<file path="src/rtl/mipi_rx_packet_decoder.sv">
// mipi_rx_packet_decoder: CSI-2 packet header decode, short-packet pulses and long-packet payload forwarding.
// Define MIPI_RX_DT_FILTER_EN to forward only RAW10 (DT 0x2B) long packets.
module mipi_rx_packet_decoder (
  input  logic        clk_i,
  input  logic        reset_n_i,
  input  logic        data_valid_i,
  input  logic [31:0] data_i,
  output logic        output_valid_o,
  output logic [31:0] data_o,
  output logic [5:0]  packet_type_o,
  output logic [1:0]  vc_o,
  output logic        frame_start_o,
  output logic        frame_end_o,
  output logic        line_start_o,
  output logic        line_end_o,
  output logic        packet_error_o
);
  typedef enum logic [1:0] {IDLE, PAYLOAD, WAIT_END} state_t;
  state_t      state_q, state_d;
  logic [15:0] rem_q, rem_d;
  logic        dv_prev_q, dv_prev_d;
  logic        ov_q, ov_d;
  logic [31:0] data_q, data_d;
  logic [5:0]  pt_q, pt_d;
  logic [1:0]  vc_q, vc_d;
  logic [3:0]  sp_q, sp_d;
  logic        err_q, err_d;
  logic [5:0]  dt;
  logic [15:0] wc;
  logic        fwd;
  assign dt = data_i[5:0];
  assign wc = {data_i[23:16], data_i[15:8]};
`ifdef MIPI_RX_DT_FILTER_EN
  assign fwd = dt == 6'h2B;
`else
  assign fwd = 1'b1;
`endif
  // A header needs a rising valid edge, so a packet cut by reset is not reparsed mid-stream.
  always_comb begin
    state_d   = state_q;
    rem_d     = rem_q;
    dv_prev_d = data_valid_i;
    ov_d      = 1'b0;
    data_d    = '0;
    pt_d      = pt_q;
    vc_d      = vc_q;
    sp_d      = '0;
    err_d     = 1'b0;
    case (state_q)
      IDLE: if (data_valid_i && !dv_prev_q) begin
        vc_d = data_i[7:6];
        if (dt <= 6'h0F) begin
          sp_d    = (dt < 6'd4) ? 4'd1 << dt[1:0] : 4'd0;
          state_d = WAIT_END;
        end else begin
          pt_d    = dt;
          rem_d   = wc;
          state_d = (fwd && wc != 16'd0) ? PAYLOAD : WAIT_END;
        end
      end
      PAYLOAD: if (data_valid_i) begin
        ov_d    = 1'b1;
        data_d  = data_i;
        rem_d   = (rem_q > 16'd4) ? rem_q - 16'd4 : 16'd0;
        state_d = (rem_q <= 16'd4) ? WAIT_END : PAYLOAD;
      end else begin
        err_d   = 1'b1;
        rem_d   = '0;
        state_d = IDLE;
      end
      WAIT_END: state_d = data_valid_i ? WAIT_END : IDLE;
      default: state_d = IDLE;
    endcase
  end
  always_ff @(posedge clk_i) begin
    if (!reset_n_i) begin
      state_q   <= IDLE;
      rem_q     <= '0;
      dv_prev_q <= 1'b1;
      ov_q      <= 1'b0;
      data_q    <= '0;
      pt_q      <= '0;
      vc_q      <= '0;
      sp_q      <= '0;
      err_q     <= 1'b0;
    end else begin
      state_q   <= state_d;
      rem_q     <= rem_d;
      dv_prev_q <= dv_prev_d;
      ov_q      <= ov_d;
      data_q    <= data_d;
      pt_q      <= pt_d;
      vc_q      <= vc_d;
      sp_q      <= sp_d;
      err_q     <= err_d;
    end
  end
  assign output_valid_o = ov_q;
  assign data_o         = data_q;
  assign packet_type_o  = pt_q;
  assign vc_o           = vc_q;
  assign frame_start_o  = sp_q[0];
  assign frame_end_o    = sp_q[1];
  assign line_start_o   = sp_q[2];
  assign line_end_o     = sp_q[3];
  assign packet_error_o = err_q;
endmodule

</file>
<file path="config.mk">
export PLATFORM = sky130hd
export DESIGN_NAME = mipi_rx_packet_decoder
export DESIGN_NICKNAME = d
export VERILOG_FILES = /design/src/rtl/mipi_rx_packet_decoder.sv
export SDC_FILE = /design/constraint.sdc
export NUM_CORES = 1
export LEC_CHECK = 0
export CORE_ASPECT_RATIO = 1.4
export CORE_MARGIN = 5
export CORE_UTILIZATION = 40
export CTS_CLUSTER_DIAMETER = 120
export CTS_CLUSTER_SIZE = 25
export DETAILED_ROUTE_END_ITERATION = 12
export HOLD_SLACK_MARGIN = 0.12
export PLACE_DENSITY = 0.7
export SYNTH_ARGS = -nofsm -noshare
export SYNTH_HDL_FRONTEND = slang
export SYNTH_SLANG_ARGS = --single-unit
</file>
<file path="constraint.sdc">
create_clock -name clk_i -period 3.2 [get_ports clk_i]
set_input_delay 0.96 -clock clk_i [delete_from_list [all_inputs] [get_ports clk_i]]
set_output_delay 0.96 -clock clk_i [all_outputs]
set_load 0.005 [all_outputs]
</file>
==> impl_metrics.env, run 1 <==
export IMPL_status="completed"
export IMPL_powerDensity_nw_per_um2=494
export IMPL_min_path_cells=2
export IMPL_async_reset_ff_share_pct=0
export IMPL_period_minus_slack_ps=2590
export IMPL_swShare_pct=26.3
export IMPL_overflow=0
export IMPL_cp_start_kind="input port"
export IMPL_clkSlewWorstSetupHoldPaths_ps=70
export IMPL_synth_cells=276
export IMPL_row_count=34
export IMPL_synth_area_leaders="dfxtp_1 (50%), and2_1 (8.0%), nand2_1 (3.9%)"
export IMPL_yosys_area_top_type="dfxtp_1"
export IMPL_cp_end_kind="register"
export IMPL_diodes=0
export IMPL_drc=0
export IMPL_syn_num_nets=313
export IMPL_hold_buffers=0
export IMPL_cts_sinks=65
export IMPL_slowest_delay_ps=430
export IMPL_synth_seq_cells=65
export IMPL_setup_violations=0
export IMPL_p_leak_nw=1.37
export IMPL_worstPathCellList="clkdlybuf4s50_1, or2_2, a21oi_1, or2_2, o21ai_0, o31a_1"
export IMPL_die_area_sq_um=8180
export IMPL_viasPerCell=5.20
export IMPL_synth_edf_count=0
export IMPL_r2r_start="rem_q[3]$_SDFFE_PN0P_"
export IMPL_drive_gt1_share_pct=10.4
export IMPL_hold_path_class="reg2reg"
export IMPL_fmax_mhz=387
export IMPL_min_from="packet_type_o[4]$_SDFFE_PN0P_"
export IMPL_p_sw_mw=0.473
export IMPL_start_util_pct=41.2
export IMPL_clock_power_share_pct=36.7
export IMPL_crit_top_cell="or2_2"
export IMPL_cpMaxStageDelayCell="clkdlybuf4s50_1"
export IMPL_synth_area_sq_um=2580
export IMPL_placed_cells=421
export IMPL_path_class="in2reg"
export IMPL_wl_met3_um=446
export IMPL_crit_fanout=18
export IMPL_final_cells=437
export IMPL_postCtsSetupBuffers=0
export IMPL_grt_usage_pct=16.9
export IMPL_post_dp_hpwl_mm=4.90
export IMPL_num_vias=2272
export IMPL_synth_area_per_cell_sq_um=9.34
export IMPL_yosysUniqueCellTypes=48
export IMPL_drt_met1_wl_mm=2.68
export IMPL_p_int_mw=1.33
export IMPL_r2r_slack_ps=680
export IMPL_grt_pass1_vias=2188
export IMPL_antenna_found_initial=0
export IMPL_comb_power_share_pct=15.5
export IMPL_ys_seq_area_share_pct=50.5
export IMPL_wl_met2_mm=3.34
export IMPL_wirelength_mm=6.66
export IMPL_die_height_um=105
export IMPL_ir_drop_mv=0.243
export IMPL_dp_slack_ps=288
export IMPL_first_pass_iters=4
export IMPL_min_to="packet_type_o[4]$_SDFFE_PN0P_"
export IMPL_grt_pass1_wl_mm=10.9
export IMPL_min_period_over_period_pct=80.8
export IMPL_drtIter0Drc=118
export IMPL_htreeDepth=3
export IMPL_io_buffers=80
export IMPL_cts_buffer_depth=2
export IMPL_tns_ps=0
export IMPL_die_x_um=77.9
export IMPL_cts_tree="yes"
export IMPL_nets=397
export IMPL_p_seq_share_pct=47.7
export IMPL_worst_pin_slew_ps=652
export IMPL_slew_violations=0
export IMPL_dr_max_layer_used="met4"
export IMPL_hold_viol=0
export IMPL_cts_made_buffers=9
export IMPL_io_pins=81
export IMPL_r2r_end="rem_q[14]$_SDFFE_PN0P_"
export IMPL_area_delta_synth_final_pct=41.3
export IMPL_synth_top_cell_area_share_pct=50.5
export IMPL_synth_ff_type="dfxtp_1"
export IMPL_antenna_left=0
export IMPL_maxCapViolations=0
export IMPL_routabilityCongestion=0.871
export IMPL_clock_skew_ps=3.29
export IMPL_core_area_sq_um=6250
export IMPL_cts_resized=0
export IMPL_slew_limit_headroom_pct=56.4
export IMPL_clk_latency_ps=330
export IMPL_cp_required_ps=3420
export IMPL_cp_arrival_ps=2810
export IMPL_clock_root_buffer="clkbuf_8"
export IMPL_reg2reg_depth=8
export IMPL_yosysWarnings=0
export IMPL_rsz0062_at_grt="no"
export IMPL_worst_slack_ps=614
export IMPL_grt_max_degree=34
export IMPL_post_drt_wl_per_cell_um=15.2
==> cell usage in the layout, fill, tap and decap left out, types with 2 or more instances in the layout <==
| master | n |
|---|---|
| a211oi_1 | 2 |
| a21oi_1 | 9 |
| a221oi_1 | 2 |
| a31oi_1 | 8 |
| and2_1 | 33 |
| and3_1 | 2 |
| buf_4 | 8 |
| clkbuf_1 | 2 |
| clkbuf_8 | 9 |
| clkdlybuf4s50_1 | 80 |
| clkinv_2 | 2 |
| dfxtp_1 | 65 |
| ha_1 | 2 |
| inv_1 | 6 |
| mux2i_1 | 6 |
| nand2_1 | 27 |
| nand2b_1 | 4 |
| nand3_1 | 9 |
| nand4_1 | 2 |
| nor2_1 | 17 |
| nor2b_1 | 3 |
| nor3_1 | 10 |
| nor3b_1 | 2 |
| nor4_1 | 6 |
| o21ai_0 | 13 |
| o31a_1 | 5 |
| o31ai_1 | 2 |
| or2_2 | 3 |
| or3_2 | 2 |
| or4_1 | 2 |
| or4_4 | 2 |
==> sequential cells by signal, summed over array words and instances (netlist names) <==
register and flops:
data_o 32, dv_prev_q 1, output_valid_o 1, packet_error_o 1
packet_type_o 6, rem_q 16, sp_q 4, state_q 2
vc_o 2
==> worst max-delay path by stage <==
stage                             endpoint  slack [ps]  startpoint
floorplan           rem_q[12]$_SDFFE_PN0P_         660   data_i[4]
global placement    rem_q[12]$_SDFFE_PN0P_         320   data_i[4]
detailed placement  rem_q[12]$_SDFFE_PN0P_         290   data_i[4]
CTS                 rem_q[12]$_SDFFE_PN0P_         640   data_i[4]
global route        rem_q[12]$_SDFFE_PN0P_         420   data_i[4]
finish              rem_q[12]$_SDFFE_PN0P_         610   data_i[4]
==> critical path, delay by kind of cell <==
kind | cells | cell delay (ps)
AND/OR/NAND/NOR | 2 | 770
AO/OA/AOI/OAI | 3 | 640
buffers and inverters | 1 | 430
==> routing by layer <==
layer / global-route usage [%] / vias to the layer above
met5: 0 / -
met4: 10.3 / 0
met3: 3.70 / 17
met2: 27.4 / 81
met1: 19.9 / 1036
li1: - / 1138
==> metrics by stage <==
stage / utilization [%] / hold WS (ps) / power [mW] / area (sq um)
after floorplan: - / 430 / 1.04 / 2580
after global placement: 55.3 / 440 / 1.15 / 3460
after detailed placement: 55.3 / 450 / 1.15 / 3460
after CTS: 58.3 / 460 / 1.82 / 3640
after global routing: 58.3 / 489 / 1.89 / 3640
final: 58.3 / 458 / 1.80 / 3640
==> power groups by stage <==
stage                     Sequential [mW]  Clock [mW]  Combinational (mW)
final                               0.859       0.661               0.280
after floorplan                     0.871           0               0.170
after CTS                           0.858       0.679               0.279
after global placement              0.876           0               0.275
after detailed placement            0.877           0               0.278
after global routing                0.862       0.716               0.310
==> synthesized netlist by cell type (3+ instances only) <==
master,instances
nor2_1,17
mux2i_1,6
a21oi_1,9
dfxtp_1,65
nor4_1,6
or2_2,3
a31oi_1,8
nor2b_1,3
nand3_1,9
clkbuf_1,8
buf_2,4
nand2b_1,4
o21ai_0,13
and2_1,33
nor3_1,10
inv_1,6
nand2_1,27
o31a_1,5
==> area by class of cell <==
class,instances,area [sq um]
Multi-Input combinational cell,190,1180
Tap cell,72,90.1
Timing Repair Buffer,88,861
Clock inverter,5,56.3
Inverter,6,22.5
Clock buffer,11,131
Sequential cell,65,1300
Fill cell,575,2610
==> cells by family (layout without fill, tap and decap cells) <==
family | after synthesis | count (layout) | synth area share (%)
buffers and inverters | 21 | 110 | 3.69
and+or+nand+nor | 129 | 129 | 27.1
muxes | 6 | 6 | 2.33
AOI/OAI and AO/OA | 53 | 53 | 15.4
adders and majority gates | 2 | 2 | 0.970
DFF | 65 | 65 | 50.5
No activity file was read; power rests on OpenSTA's default activity.
==> run 2: changes to the inputs <==
PLACE_DENSITY = 0.73   (was 0.7)
clock period = 2.25 ns   (was 3.2 ns; I/O delays follow)
==> run 2 against run 1 <==
- register-to-register slack worse by 590 ps
- sequential power grew 42%
- worst setup slack got worse by 520 ps
- die area unchanged
- wire length increased by 6.6%
- largest cell class unchanged
==> impl_metrics.env, run 2 (synthesis gave the netlist of run 1 again) <==
export IMPL_status="completed"
export IMPL_rsz0062_at_grt="no"
export IMPL_slowest_delay_ps=400
export IMPL_htreeDepth=3
export IMPL_num_vias=2436
export IMPL_hold_ws_ps=464
export IMPL_cp_required_ps=2500
export IMPL_cts_tree="yes"
export IMPL_drive_gt1_share_pct=17.6
export IMPL_grt_pass1_wl_mm=11.6
export IMPL_setup_violations=0
export IMPL_worst_pin_slew_ps=393
export IMPL_ir_drop_mv=0.274
export IMPL_nets=424
export IMPL_clock_skew_ps=11.6
export IMPL_worstPathCellList="inv_1, ha_1, or3b_4, a2111oi_4, buf_4, nand2_2, o31a_1, a311oi_2"
export IMPL_routabilityCongestion=0.883
export IMPL_min_from="packet_type_o[4]$_SDFFE_PN0P_"
export IMPL_post_dp_hpwl_mm=5.51
export IMPL_io_buffers=80
export IMPL_tns_ps=0
export IMPL_cp_arrival_ps=2410
export IMPL_r2r_end="state_q[1]$_SDFFE_PN0N_"
export IMPL_die_area_sq_um=8180
export IMPL_maxCapViolations=0
export IMPL_fin_util_pct=61.8
export IMPL_start_util_pct=41.2
export IMPL_p_total_mw=2.59
export IMPL_core_area_sq_um=6250
export IMPL_clk_latency_ps=340
export IMPL_fmax_mhz=464
export IMPL_grt_max_degree=20
export IMPL_largest_reg_flops=32
export IMPL_r2r_slack_ps=90
export IMPL_hold_path_class="reg2reg"
export IMPL_layout_common_cells="clkdlybuf4s50_1 (80), dfxtp_1 (65), buf_4 (34)"
export IMPL_layout_commonest_cell="clkdlybuf4s50_1"
export IMPL_viasPerCell=5.25
export IMPL_die_height_um=105
export IMPL_crit_fanout=4
export IMPL_min_to="packet_type_o[4]$_SDFFE_PN0P_"
export IMPL_cts_sinks=65
export IMPL_drc=0
export IMPL_clock_root_buffer="clkbuf_8"
export IMPL_cts_made_buffers=9
export IMPL_cp_end_kind="register"
export IMPL_hold_viol=0
export IMPL_drtIter0Drc=76
export IMPL_antenna_left=0
export IMPL_cp_startpoint="rem_q[3]$_SDFFE_PN0P_"
export IMPL_powerDensity_nw_per_um2=669
export IMPL_slew_violations=0
export IMPL_area_delta_synth_final_pct=49.9
export IMPL_antenna_found_initial=0
export IMPL_path_class="reg2reg"
export IMPL_slew_limit_headroom_pct=73.6
export IMPL_r2r_start="rem_q[3]$_SDFFE_PN0P_"
export IMPL_wirelength_mm=7.10
export IMPL_cpMaxStageDelayCell="or3b_4"
export IMPL_diodes=0
export IMPL_reg2reg_depth=8
export IMPL_min_period_over_period_pct=95.9
export IMPL_period_minus_slack_ps=2160
export IMPL_io_pins=81
export IMPL_hold_buffers=0
export IMPL_min_path_cells=2
export IMPL_grt_pass1_vias=2395
export IMPL_grt_usage_pct=17.9
export IMPL_first_pass_iters=4
export IMPL_row_count=34
export IMPL_overflow=0
export IMPL_post_drt_wl_per_cell_um=15.3
export IMPL_cts_buffer_depth=2
export IMPL_clkSlewWorstSetupHoldPaths_ps=70
export IMPL_cp_start_kind="register"
export IMPL_p_leak_nw=1.50
export IMPL_die_x_um=77.9
## run 2: worst max-delay path by stage
stage                                    to  slack (ps)
floorplan             rem_q[3]$_SDFFE_PN0P_          80
global placement      rem_q[1]$_SDFFE_PN0P_        -140
detailed placement    rem_q[1]$_SDFFE_PN0P_        -180
CTS                 state_q[1]$_SDFFE_PN0N_           9
global route         rem_q[14]$_SDFFE_PN0P_          20
finish              state_q[1]$_SDFFE_PN0N_          90
## run 2: cell type report
cell class / instances / area [sq um]
sequential: 65 / 1300
inverter: 6 / 22.5
clock buffer: 11 / 141
timing repair buffer: 115 / 1080
tap: 72 / 90.1
multi-input combinational: 190 / 1200
fill: 529 / 2390
clock inverter: 5 / 31.3
## run 2: what timing repair did
action	in CTS	in global routing
hold endpoints to repair	0	0
pin swaps	1	2
buffers inserted	1	0
gates resized for setup	0	3
endpoints found under the setup margin	4	6
## run 2: per-stage QoR
stage                     setup slack (ps)  instance area (sq um)  cells
after CTS                             9.02                   3850    464
final                                 93.2                   3860    464
after detailed placement              -178                   3670    447
after floorplan                       80.6                   2580    276
after global routing                  15.4                   3860    464
after global placement                -141                   3670    447
## run 2: worst max-delay path, delay by kind of cell, from the launching register on
kind / cells / cell delay (ps)
AOI/OAI and AO/OA: 3 / 840
and+or+nand+nor: 2 / 490
DFF: 1 / 320
buffers and inverters: 2 / 280
adders and majority gates: 1 / 140
## run 2: power by group
part	switching, mW	internal [mW]	total [mW]
sequential	0.0286	1.19	1.22
combinational	0.245	0.252	0.497
clock	0.448	0.426	0.873
## run 2: layer usage
| layer | vias up | part of all wire, % | track usage [%] |
|---|---|---|---|
| met5 | - | 0 | 0 |
| met4 | 0 | 3.0 | 10.4 |
| met3 | 17 | 5.4 | 4.22 |
| met2 | 88 | 50 | 30.1 |
| met1 | 1128 | 41 | 20.4 |
| li1 | 1203 | - | - |
